### config.mk
export PLATFORM = sky130hd
export DESIGN_NAME = ultrasonic_array_flat
export DESIGN_NICKNAME = d
export VERILOG_FILES = /design/src/rtl/sonar_pkg.sv /design/src/rtl/ultrasonic_array_if.sv /design/src/rtl/sonar_echo_sync.sv /design/src/rtl/ultrasonic_array.sv /design/src/flat_wrapper.sv
export SDC_FILE = /design/constraint.sdc
export NUM_CORES = 1
export LEC_CHECK = 0
export CORE_ASPECT_RATIO = 1.25
export CORE_UTILIZATION = 40
export DETAILED_ROUTE_END_ITERATION = 10
export GPL_TIMING_DRIVEN = 0
export MAX_ROUTING_LAYER = met4
export PLACE_DENSITY = 0.58
export SLEW_MARGIN = 20
export SYNTH_ARGS = -nofsm -noshare
export SYNTH_HDL_FRONTEND = slang
export SYNTH_SLANG_ARGS = --single-unit
export TNS_END_PERCENT = 30
### constraint.sdc
create_clock -name clk_125mhz -period 5.2 [get_ports clk_125mhz]
set_clock_uncertainty 0.1 [all_clocks]
set_input_delay 1.04 -clock clk_125mhz [delete_from_list [all_inputs] [get_ports clk_125mhz]]
set_output_delay 1.04 -clock clk_125mhz [all_outputs]
set_load 0.01 [all_outputs]
### src/rtl/sonar_pkg.sv
// Shared types and constants for the round-robin ultrasonic scanner.
// Latency: n/a (declarations only).
// Backpressure: n/a.
package sonar_pkg;

    typedef enum logic [2:0] {
        ST_IDLE,
        ST_TRIG,
        ST_WAIT_RISE,
        ST_MEASURE,
        ST_GAP
    } state_t;

    // Round-trip sound travel time for one centimetre of range.
    localparam int US_PER_CM = 58;

    localparam int DEF_N_CH       = 3;
    localparam int DEF_CLK_HZ     = 125_000_000;
    localparam int DEF_DW         = 16;
    localparam int DEF_TRIG_US    = 10;
    localparam int DEF_TIMEOUT_US = 30_000;
    localparam int DEF_GAP_US     = 60_000;
    localparam int DEF_MIN_CM     = 2;
    localparam int DEF_MAX_CM     = 400;
    localparam int DEF_RESET_CM   = 25;

    // Channel index width; a single sensor still gets a 1-bit index.
    function automatic int ch_width(input int n);
        return (n <= 1) ? 1 : $clog2(n);
    endfunction

endpackage

### src/rtl/ultrasonic_array_if.sv
// Sensor pins plus result bus of the ultrasonic scanner.
// Latency: n/a (wiring only).
// Backpressure: none; the consumer samples strobes and held registers.
interface ultrasonic_array_if
    import sonar_pkg::*;
#(
    parameter int N_CH = DEF_N_CH,
    parameter int DW   = DEF_DW
);

    localparam int CH_W = ch_width(N_CH);

    logic                 enable;
    logic [N_CH-1:0]      echo;
    logic [N_CH-1:0]      trig;
    logic [N_CH*DW-1:0]   distance;
    logic [N_CH-1:0]      valid;
    logic [N_CH-1:0]      timeout_err;
    logic                 sample_strobe;
    logic [CH_W-1:0]      sample_ch;
    logic [DW-1:0]        sample_cm;

    modport master (
        input  enable, echo,
        output trig, distance, valid, timeout_err,
               sample_strobe, sample_ch, sample_cm
    );

    modport slave (
        output enable, echo,
        input  trig, distance, valid, timeout_err,
               sample_strobe, sample_ch, sample_cm
    );

endinterface

### src/rtl/sonar_echo_sync.sv
// Per-bit 2-FF synchroniser for raw echo pins with rise/fall pulses.
// Latency: 2 clocks from pin to synchronised level; edges are one cycle wide.
// Backpressure: none.
module sonar_echo_sync #(
    parameter int W = 1
) (
    input  logic         clk,
    input  logic         rst_n,
    input  logic [W-1:0] async_i,
    output logic [W-1:0] rise_o,
    output logic [W-1:0] fall_o
);

    logic [W-1:0] meta_q;
    logic [W-1:0] sync_q;
    logic [W-1:0] prev_q;

    always_ff @(posedge clk or negedge rst_n) begin
        if (!rst_n) begin
            meta_q <= '0;
            sync_q <= '0;
            prev_q <= '0;
        end else begin
            meta_q <= async_i;
            sync_q <= meta_q;
            prev_q <= sync_q;
        end
    end

    assign rise_o = sync_q & ~prev_q;
    assign fall_o = ~sync_q & prev_q;

endmodule

### src/rtl/ultrasonic_array.sv
// Round-robin HC-SR04 scanner: fires one sensor at a time, keeps last in-range cm per channel.
// Latency: trig rises 1 clock after IDLE is left; sample_strobe lands <= 3 clocks after echo falls.
// Backpressure: none; results are single-cycle strobes plus held per-channel registers.
module ultrasonic_array
    import sonar_pkg::*;
#(
    parameter int N_CH       = DEF_N_CH,
    parameter int CLK_HZ     = DEF_CLK_HZ,
    parameter int DW         = DEF_DW,
    parameter int TRIG_US    = DEF_TRIG_US,
    parameter int TIMEOUT_US = DEF_TIMEOUT_US,
    parameter int GAP_US     = DEF_GAP_US,
    parameter int MIN_CM     = DEF_MIN_CM,
    parameter int MAX_CM     = DEF_MAX_CM,
    parameter int RESET_CM   = DEF_RESET_CM
) (
    input  logic               clk_125mhz,
    input  logic               reset,
    ultrasonic_array_if.master bus
);

    localparam int            DIV     = CLK_HZ / 1_000_000;
    localparam int            CH_W    = ch_width(N_CH);
    localparam logic [DW-1:0] CM_ALL1 = {DW{1'b1}};

    logic [N_CH-1:0] echo_rise;
    logic [N_CH-1:0] echo_fall;

    sonar_echo_sync #(.W(N_CH)) u_echo_sync (
        .clk     (clk_125mhz),
        .rst_n   (reset),
        .async_i (bus.echo),
        .rise_o  (echo_rise),
        .fall_o  (echo_fall)
    );

    state_t                  state_q,  state_d;
    logic [CH_W-1:0]         ch_q,     ch_d;
    logic [31:0]             pre_q,    pre_d;
    logic [31:0]             us_q,     us_d;
    logic [5:0]              sub_q,    sub_d;
    logic [DW-1:0]           cm_q,     cm_d;
    logic [N_CH-1:0]         trig_q,   trig_d;
    logic [N_CH-1:0][DW-1:0] dist_q,   dist_d;
    logic [N_CH-1:0]         valid_q,  valid_d;
    logic [N_CH-1:0]         terr_q,   terr_d;
    logic                    strobe_q, strobe_d;
    logic [CH_W-1:0]         sch_q,    sch_d;
    logic [DW-1:0]           scm_q,    scm_d;

    logic          tick;
    logic          done;
    logic          timed_out;
    logic [DW-1:0] result;

    assign tick = (pre_q == 32'(DIV - 1));

    always_comb begin
        state_d   = state_q;
        ch_d      = ch_q;
        pre_d     = tick ? '0 : pre_q + 32'd1;
        us_d      = tick ? us_q + 32'd1 : us_q;
        sub_d     = sub_q;
        cm_d      = cm_q;
        trig_d    = '0;
        dist_d    = dist_q;
        valid_d   = valid_q;
        terr_d    = terr_q;
        strobe_d  = 1'b0;
        sch_d     = sch_q;
        scm_d     = scm_q;
        done      = 1'b0;
        timed_out = 1'b0;
        result    = '0;

        case (state_q)
            ST_IDLE: begin
                if (bus.enable) begin
                    state_d      = ST_TRIG;
                    trig_d[ch_q] = 1'b1;
                end
            end
            ST_TRIG: begin
                if (tick && us_q == 32'(TRIG_US - 1)) begin
                    state_d = ST_WAIT_RISE;
                end else begin
                    trig_d[ch_q] = 1'b1;
                end
            end
            ST_WAIT_RISE: begin
                // Only a fresh edge counts, so a pin already high here runs out the timer.
                if (echo_rise[ch_q]) begin
                    state_d = ST_MEASURE;
                end else if (tick && us_q == 32'(TIMEOUT_US - 1)) begin
                    done      = 1'b1;
                    timed_out = 1'b1;
                end
            end
            ST_MEASURE: begin
                if (tick) begin
                    if (sub_q == 6'(US_PER_CM - 1)) begin
                        sub_d = '0;
                        cm_d  = (cm_q == CM_ALL1) ? cm_q : cm_q + 1'b1;
                    end else begin
                        sub_d = sub_q + 6'd1;
                    end
                end
                // A tick landing on the falling-edge cycle still counts toward the result.
                if (echo_fall[ch_q]) begin
                    done   = 1'b1;
                    result = cm_d;
                end else if (tick && us_q == 32'(TIMEOUT_US - 1)) begin
                    done      = 1'b1;
                    timed_out = 1'b1;
                end
            end
            ST_GAP: begin
                if (tick && us_q == 32'(GAP_US - 1)) begin
                    state_d = ST_IDLE;
                    ch_d    = (ch_q == CH_W'(N_CH - 1)) ? '0 : ch_q + 1'b1;
                end
            end
            default: begin
                state_d = ST_IDLE;
            end
        endcase

        if (done) begin
            state_d  = ST_GAP;
            strobe_d = 1'b1;
            sch_d    = ch_q;
            if (timed_out) begin
                scm_d         = CM_ALL1;
                valid_d[ch_q] = 1'b0;
                terr_d[ch_q]  = 1'b1;
            end else begin
                scm_d = result;
                if (result >= DW'(MIN_CM) && result <= DW'(MAX_CM)) begin
                    dist_d[ch_q]  = result;
                    valid_d[ch_q] = 1'b1;
                    terr_d[ch_q]  = 1'b0;
                end else begin
                    valid_d[ch_q] = 1'b0;
                end
            end
        end

        // Every state times itself from its own entry, so restart the timebase on any move.
        if (state_d != state_q) begin
            pre_d = '0;
            us_d  = '0;
            sub_d = '0;
            cm_d  = '0;
        end
    end

    always_ff @(posedge clk_125mhz or negedge reset) begin
        if (!reset) begin
            state_q  <= ST_IDLE;
            ch_q     <= '0;
            pre_q    <= '0;
            us_q     <= '0;
            sub_q    <= '0;
            cm_q     <= '0;
            trig_q   <= '0;
            dist_q   <= {N_CH{DW'(RESET_CM)}};
            valid_q  <= '0;
            terr_q   <= '0;
            strobe_q <= 1'b0;
            sch_q    <= '0;
            scm_q    <= '0;
        end else begin
            state_q  <= state_d;
            ch_q     <= ch_d;
            pre_q    <= pre_d;
            us_q     <= us_d;
            sub_q    <= sub_d;
            cm_q     <= cm_d;
            trig_q   <= trig_d;
            dist_q   <= dist_d;
            valid_q  <= valid_d;
            terr_q   <= terr_d;
            strobe_q <= strobe_d;
            sch_q    <= sch_d;
            scm_q    <= scm_d;
        end
    end

    assign bus.trig          = trig_q;
    assign bus.distance      = dist_q;
    assign bus.valid         = valid_q;
    assign bus.timeout_err   = terr_q;
    assign bus.sample_strobe = strobe_q;
    assign bus.sample_ch     = sch_q;
    assign bus.sample_cm     = scm_q;

endmodule

### src/flat_wrapper.sv
// flat-port wrapper written by rule: the top's interface ports become plain ports
module ultrasonic_array_flat import sonar_pkg::*;
#(
    parameter int N_CH       = DEF_N_CH,
    parameter int CLK_HZ     = DEF_CLK_HZ,
    parameter int DW         = DEF_DW,
    parameter int TRIG_US    = DEF_TRIG_US,
    parameter int TIMEOUT_US = DEF_TIMEOUT_US,
    parameter int GAP_US     = DEF_GAP_US,
    parameter int MIN_CM     = DEF_MIN_CM,
    parameter int MAX_CM     = DEF_MAX_CM,
    parameter int RESET_CM   = DEF_RESET_CM
)
  (clk_125mhz, reset, bus_enable, bus_echo, bus_trig, bus_distance, bus_valid, bus_timeout_err, bus_sample_strobe, bus_sample_ch, bus_sample_cm);
  ultrasonic_array_if #(.N_CH(N_CH), .DW(DW)) bus_i ();
  input  logic clk_125mhz;
  input  logic reset;
  input wire logic [$bits(bus_i.enable)-1:0] bus_enable;
  input wire logic [$bits(bus_i.echo)-1:0] bus_echo;
  output wire logic [$bits(bus_i.trig)-1:0] bus_trig;
  output wire logic [$bits(bus_i.distance)-1:0] bus_distance;
  output wire logic [$bits(bus_i.valid)-1:0] bus_valid;
  output wire logic [$bits(bus_i.timeout_err)-1:0] bus_timeout_err;
  output wire logic [$bits(bus_i.sample_strobe)-1:0] bus_sample_strobe;
  output wire logic [$bits(bus_i.sample_ch)-1:0] bus_sample_ch;
  output wire logic [$bits(bus_i.sample_cm)-1:0] bus_sample_cm;
  assign bus_i.enable = bus_enable;
  assign bus_i.echo = bus_echo;
  assign bus_trig = bus_i.trig;
  assign bus_distance = bus_i.distance;
  assign bus_valid = bus_i.valid;
  assign bus_timeout_err = bus_i.timeout_err;
  assign bus_sample_strobe = bus_i.sample_strobe;
  assign bus_sample_ch = bus_i.sample_ch;
  assign bus_sample_cm = bus_i.sample_cm;
  ultrasonic_array #(.N_CH(N_CH), .CLK_HZ(CLK_HZ), .DW(DW), .TRIG_US(TRIG_US), .TIMEOUT_US(TIMEOUT_US), .GAP_US(GAP_US), .MIN_CM(MIN_CM), .MAX_CM(MAX_CM), .RESET_CM(RESET_CM)) u_core (.clk_125mhz(clk_125mhz), .reset(reset), .bus(bus_i));
endmodule
# ---- Word level (Yosys, flattened, before mapping)
# Index checks and enable logic that the tools add are counted.
dict set report totals {
  regBits 176
  latchBits 0
  ramBits 0
  rom_bits 0
  input_bits 6
  output_inout_bits 76
  mem_count 0
}
dict set report op_classes {
  n_addsub 5
  n_mul 0
  n_div 0
  order_cmp 4
  n_eq_ne 12
  shift 0
  muxes 46
  n_bitwise 10
  n_reduce_logical 13
}
# cell n
set op_table {}
lappend op_table {{$mux 16} 9}
lappend op_table {{$mux 32} 4}
lappend op_table {{$add 32x1->32 const B} 2}
lappend op_table {{$bwmux 48} 1}
lappend op_table {{$mux 3} 11}
lappend op_table {{$demux 16 s2} 1}
lappend op_table {{$eq 32x15->1 const B} 1}
lappend op_table {{$eq 32x16->1 const B} 1}
lappend op_table {{$eq 32x4->1 const B} 1}
lappend op_table {{$eq 32x7->1 const B} 1}
lappend op_table {{$mux 6} 4}
lappend op_table {{$add 16x1->16 const B} 1}
lappend op_table {{$eq 16x16->1 const B} 1}
lappend op_table {{$ge 16x2->1 const B} 1}
lappend op_table {{$le 16x9->1 const B} 1}
lappend op_table {{$pmux 3 s5} 1}
lappend op_table {{$and 3x3->3} 4}
lappend op_table {{$not 3->3} 3}
lappend op_table {{$mux 1} 8}
lappend op_table {{$add 6x1->6 const B} 1}
lappend op_table {{$eq 3x2->1 const B} 2}
lappend op_table {{$eq 6x6->1 const B} 1}
lappend op_table {{$or 3x3->3} 2}
lappend op_table {{$pmux 3 s2} 1}
lappend op_table {{other kinds (17)} 27}

# ---- Logic depth before layout (Yosys ltp)
# Gate-level depths: netlist of the first run.
dict set report logic_depth {
  depth_word 10
  depth_mapped 13
}

# ---- Cells and area by module
# Synthesis of the first run repeated with hierarchy kept, for this count alone.
dict set report hier_totals {
  hier_cells 817
  hier_area_um2 8370.5
}
# mod n_inst cells_per_inst area_per_inst_um2 seq_area_each_um2
set modules_own_cells {}
lappend modules_own_cells {ultrasonic_array 1 802 8092.8 4190.3}
lappend modules_own_cells {sonar_echo_sync 1 15 277.8 225.2}

# ---- Worst setup path before layout of the first run
# OpenSTA, ideal clock, no wires.
dict set report synth_path {
  path_type {reg-to-reg}
  start {register u_core.cm_q[1]}
  end {register u_core.dist_q, in the netlist u_core.bus.distance[24]}
  setup_ns 0.125
  arrival_time_ns 3.459
  required_time_ns 4.975
  slack_ns 1.516
  path_stages_with_launch 11
  n_path_buf 1
  period_less_slack_ns 3.684
  path_cell_list {dfrtp_1 ha_1 nand3_1 or4_1 nor4_1 mux2i_1 a211o_1 or4_4 nor4_4 buf_6 mux2_2}
}
dict set report synth_via {
  elab_chain_cells 9
  word_cells_on_any_way 12
}
# element line_no
set synth_lines {}
lappend synth_lines {{start, declared} ultrasonic_array.sv:42} ;# logic [DW-1:0] cm_q, cm_d;
lappend synth_lines {{start signal, assigned} ultrasonic_array.sv:178} ;# cm_q <= cm_d;
lappend synth_lines {{$add 16x1->16 / $eq 16x16->1 (equally long branches)} ultrasonic_array.sv:103} ;# cm_d = (cm_q == CM_ALL1) ? cm_q : cm_q + 1'b1;
lappend synth_lines {{$mux 16} ultrasonic_array.sv:103}
lappend synth_lines {{$mux 16} ultrasonic_array.sv:101} ;# if (sub_q == 6'(US_PER_CM - 1)) begin
lappend synth_lines {{$mux 16 *} ultrasonic_array.sv:100} ;# if (tick) begin
lappend synth_lines {{$mux 16 *} ultrasonic_array.sv:109} ;# if (echo_fall[ch_q]) begin
lappend synth_lines {{$mux 16 *} ultrasonic_array.sv:76} ;# case (state_q)
lappend synth_lines {{$ge 16x2->1 / $le 16x9->1 (equally long branches)} ultrasonic_array.sv:138} ;# if (result >= DW'(MIN_CM) && result <= DW'(MAX_CM)) begin
lappend synth_lines {{$logic_and 1x1->1} ultrasonic_array.sv:138}
lappend synth_lines {{$reduce_and 3->1 (no source line)} --}
lappend synth_lines {{end signal, assigned} ultrasonic_array.sv:166} ;# dist_q <= {N_CH{DW'(RESET_CM)}};
lappend synth_lines {{end signal, assigned} ultrasonic_array.sv:180} ;# dist_q <= dist_d;
lappend synth_lines {{end, declared} ultrasonic_array.sv:44} ;# logic [N_CH-1:0][DW-1:0] dist_q, dist_d;
# Mark *: on every way between the ends. The rest lies on a longest branch, timed or not.
# A chain may end at the register's enable or synchronous reset.

# ---- Worst setup path after layout of the first run
dict set report layout_path {
  start {register u_core.pre_q[0]}
  end {register u_core.cm_q[2]}
}
dict set report layout_via {
  elab_chain_cells 8
  word_cells_on_any_way 17
}
# element line_no
set layout_lines {}
lappend layout_lines {{start, declared} ultrasonic_array.sv:39} ;# logic [31:0] pre_q, pre_d;
lappend layout_lines {{start signal, assigned} ultrasonic_array.sv:175} ;# pre_q <= pre_d;
lappend layout_lines {{$eq 32x7->1 *} ultrasonic_array.sv:56} ;# assign tick = (pre_q == 32'(DIV - 1));
lappend layout_lines {{$logic_and 1x1->1} {ultrasonic_array.sv:94, ultrasonic_array.sv:112}}
lappend layout_lines {{$mux 1} {ultrasonic_array.sv:94, ultrasonic_array.sv:112}}
lappend layout_lines {{$mux 1, on equally long branches} {ultrasonic_array.sv:109, ultrasonic_array.sv:92}}
lappend layout_lines {{$pmux 1 s2} ultrasonic_array.sv:76}
lappend layout_lines {{$mux 3} ultrasonic_array.sv:128} ;# if (done) begin
lappend layout_lines {{$ne 3x3->1} ultrasonic_array.sv:149} ;# if (state_d != state_q) begin
lappend layout_lines {{$mux 16 / $reduce_bool 2->1 (equally long branches)} --}
# Mark *: on every way between the ends. The rest lies on a longest branch, timed or not. The select of a mux whose other input is x is not followed.

==> flow_metrics.py, run 1 <==
metrics = {
    "clock_tree": {
        "cts_hold_buf": 0,
        "numCtsBuffers": 17,
        "clock_path_buffers": 2,
        "htreeDepth": 4,
        "clock-root-buffer": "clkbuf_16",
        "insertion_delay_ns": 0.43,
        "cts_tree": "built",
        "cts_setup_buffers": 0,
        "cts_resized": 0,
        "clock-sinks": 176,
        "clk_pin_slew_ns": 0.08,
    },
    "setup_path": {
        "reg2regPathDepth": 13,
        "critPathCaptureType": "flop",
        "reg2reg_setup_slack_ns": 0.58,
        "cp.required_ns": 5.40,
        "cp_max_fo": 10,
        "path_class": "reg -> reg",
        "r2r-start": "u_core.pre_q[0]$_DFF_PN0_",
        "cp_data_arrival_time_ns": 4.82,
        "regToRegEndpoint": "u_core.cm_q[2]$_DFFE_PN0P_",
        "critPathLaunchType": "flop",
    },
    "grt": {
        "antenna_found_initial": 0,
        "grt_pass1_vias": 6018,
        "grt_usage_pct": 18.76,
        "grt_pass1_wl_um": 30480,
        "gr-total-overflow": 0,
        "grt_max_degree": 98,
    },
    "placement": {
        "place_hpwl_um": 12990,
        "io_buffers": 81,
        "place_ws_ns": 0.5738,
        "place_area_um2": 9510,
        "globalplace.congestion": 0.8770,
    },
    "synth": {
        "ys.flop_type": "dfrtp_1",
        "synth_edf_count": 0,
        "ys_ff_latch": 176,
        "synth_area_per_cell_um2": 10.30,
        "syn-instance-count": 809,
        "yosysSeqAreaShare_pct": 53.01,
        "yosys_warnings": 0,
        "ys_async_sr_fraction_pct": 100.0,
        "synthesis.area_um2": 8329,
        "synthDistinctLibCells": 51,
        "synth_nets": 822,
    },
    "detailed_routing": {
        "vias": 6092,
        "drcViolationCount": 0,
        "routed_wl_um": 18070,
        "postRouteAntennaNets": 0,
        "detail_route.iter0.violations": 338,
        "viasPerCell": 5.106,
        "dr.pass1.iters": 4,
        "wl_per_cell_um": 15.15,
    },
    "floorplanning": {
        "io_pins": 82,
        "die_w_um": 131.1,
        "die_y_um": 163.3,
        "fp-row-count": 58,
        "dieArea_um2": 21410,
        "core_um2": 20250,
        "start_util_pct": 41.14,
    },
    "sta": {
        "rsz0062_at_grt": "false",
        "post-route-period-util_pct": 88.89,
        "hold_violations": 0,
        "tightestPinTransition_ns": 0.9689,
        "slew_viol_final": 0,
        "relSlewSlack_pct": 34.91,
        "holdWs_ns": 0.2432,
        "setup_slack_ns": 0.5779,
        "min_period_ns": 4.622,
        "max_clock_freq_mhz": 216.4,
        "finalSetupViolations": 0,
    },
    "pwr": {
        "peakVddDrop_mv": 0.2248,
        "p_leak_nw": 4.545,
        "powerDensity_nw_per_um2": 264.3,
        "p_total_w": 0.002670,
    },
    "worst_hold_path": {
        "hp-start": "u_core.u_echo_sync.meta_q[1]$_DFF_PN0_",
        "worstHoldPathType": "reg -> reg",
        "holdPathStages": 0,
        "holdPathEnd": "u_core.u_echo_sync.sync_q[1]$_DFF_PN0_",
    },
    "job": {
        "max_cap_viol_count": 0,
    },
    "cells_and_area": {
        "fin_area_um2": 10100,
        "n_antenna_cell": 0,
        "final_nets": 923,
        "area_growth_pct": 21.29,
        "nFillCells": 1854,
        "drive_gt1_share_pct": 10.51,
        "utilization_pct": 49.89,
    },
    "run_status": {
        "status": "finished, final reports clean",
    },
}
state kept, by name, indices dropped and copies added, names as in the netlist, 6 cells and up, named ones only:
| name | cells |
|---|---|
| u_core.cm_q | 16 |
| u_core.us_q | 32 |
| u_core.bus.distance | 48 |
| u_core.bus.sample_cm | 16 |
| u_core.pre_q | 32 |
| u_core.sub_q | 6 |
layout by cell type, fill, tap and decap left out, types with 5 or more instances in the layout:
| cell | synthesis | layout |
|---|---|---|
| a21oi_1 | 17 | 17 |
| clkbuf_1 | 20 | 20 |
| and3_1 | 23 | 23 |
| xnor2_1 | 34 | 34 |
| o21ai_0 | 12 | 12 |
| nor3b_1 | 7 | 7 |
| clkdlybuf4s50_1 | 0 | 80 |
| a31oi_1 | 5 | 5 |
| inv_1 | 12 | 12 |
| nand4_1 | 23 | 23 |
| buf_1 | 5 | 5 |
| inv_8 | 0 | 6 |
| nor2b_1 | 29 | 29 |
| ha_1 | 7 | 7 |
| mux2_2 | 29 | 29 |
| nor2_1 | 128 | 128 |
| dfstp_2 | 9 | 9 |
| clkbuf_16 | 0 | 17 |
| a211o_1 | 13 | 13 |
| and4_1 | 6 | 6 |
| nand3_1 | 36 | 36 |
| buf_2 | 6 | 6 |
| nand2b_1 | 8 | 8 |
| mux2i_1 | 5 | 5 |
| nor3_1 | 23 | 23 |
| nor4_1 | 18 | 18 |
| dfrtp_1 | 167 | 167 |
| a221o_1 | 5 | 5 |
| xor2_1 | 51 | 51 |
| nand2_1 | 64 | 64 |
through the flow:
stage,setup TNS [ns],cells
2_1_floorplan,0,809
3_3_place_gp,-748.67,1160
3_5_place_dp,0,1161
4_1_cts,0,1193
5_1_grt,0,1193
6_report,0,1193
layout make-up:
class,count,area [um2],share of cell area (%)
sequential,176,4415,43.71
multi-input combinational,585,3696,36.59
timing repair buffer,82,843.3,8.348
clock buffer,17,425.4,4.211
tap,270,337.8,3.344
buffer,36,172.7,1.709
clock inverter,15,166.4,1.647
inverter,12,45.04,0.4459
kinds of logic (layout without fill, tap and decap cells):
kind of cell    count (synthesis)  after routing  share of synthesized area (%)
simple gates                  393            393                          24.29
mux                            36             36                          4.792
flops                         176            176                          53.01
buf+inv                        48            162                          2.614
xor+xnor                       85             85                          8.938
fa+ha+maj                       7              7                          1.051
compound gates                 64             64                          5.303
synthesized netlist by cell type, types with 17 or more instances:
library cell / count / share of area [%]
dfrtp_1: 167 / 50
nor2_1: 128 / 5.8
nand2_1: 64 / 2.9
xor2_1: 51 / 5.4
nand3_1: 36 / 2.2
xnor2_1: 34 / 3.6
mux2_2: 29 / 3.9
nor2b_1: 29 / 2.2
and3_1: 23 / 1.7
nand4_1: 23 / 1.7
nor3_1: 23 / 1.4
clkbuf_1: 20 / 0.90
nor4_1: 18 / 1.4
a21oi_1: 17 / 1.0
power breakdown:
group          internal [W]  total (W)  switching, W
Combinational    0.00000731  0.0000345     0.0000272
Clock              0.000648    0.00126      0.000614
Sequential          0.00137    0.00137    0.00000171
Total               0.00203    0.00267      0.000643
critical path: stages, from the launching register on:
cell and delay, ns:
dfrtp_1 0.42, inv_1 0.07, ha_1 0.17, nor4b_1 0.30, nand3_1 0.34, nor3_1 0.70, clkbuf_1 0.47, nand4_1 0.26
nor2_1 0.15, nor3_1 0.05, o21ai_1 0.40, clkbuf_1 0.44, buf_1 0.50, nor2_1 0.11
worst max path at each step:
stage                                     startpoint                             endpoint  slack, ns
after global placement                         reset          u_core.us_q[17]$_DFFE_PN0P_      -4.39
after floorplan           u_core.cm_q[1]$_DFFE_PN0P_  u_core.bus.distance[24]$_DFFE_PN0P_       1.52
after CTS                  u_core.pre_q[0]$_DFF_PN0_           u_core.cm_q[2]$_DFFE_PN0P_       0.50
after detailed placement  u_core.pre_q[10]$_DFF_PN0_           u_core.cm_q[2]$_DFFE_PN0P_       0.57
final                      u_core.pre_q[0]$_DFF_PN0_           u_core.cm_q[2]$_DFFE_PN0P_       0.58
after global routing       u_core.pre_q[0]$_DFF_PN0_           u_core.cm_q[6]$_DFFE_PN0P_       0.17
metal layers:
layer | vias up | GRT usage, % | share of wire [%]
met1 | 2975 | 23.78 | 46
met5 | - | - | 0
met2 | 105 | 30.71 | 49
met4 | 0 | 4.911 | 1.0
li1 | 2999 | - | -
met3 | 13 | 3.439 | 3.7
No activity file was read; power rests on OpenSTA's default activity.
==> run 2: changes to the inputs <==
SKIP_CTS_REPAIR_TIMING = 1   (was unset)
==> results of run 2 <==
The final DEF is identical to that of run 1; final timing and power are the same.
==> run 3: changes to the inputs <==
HOLD_SLACK_MARGIN = 0.1   (was unset)
==> results of run 3 <==
The final DEF is identical to that of run 1; final timing and power are the same.
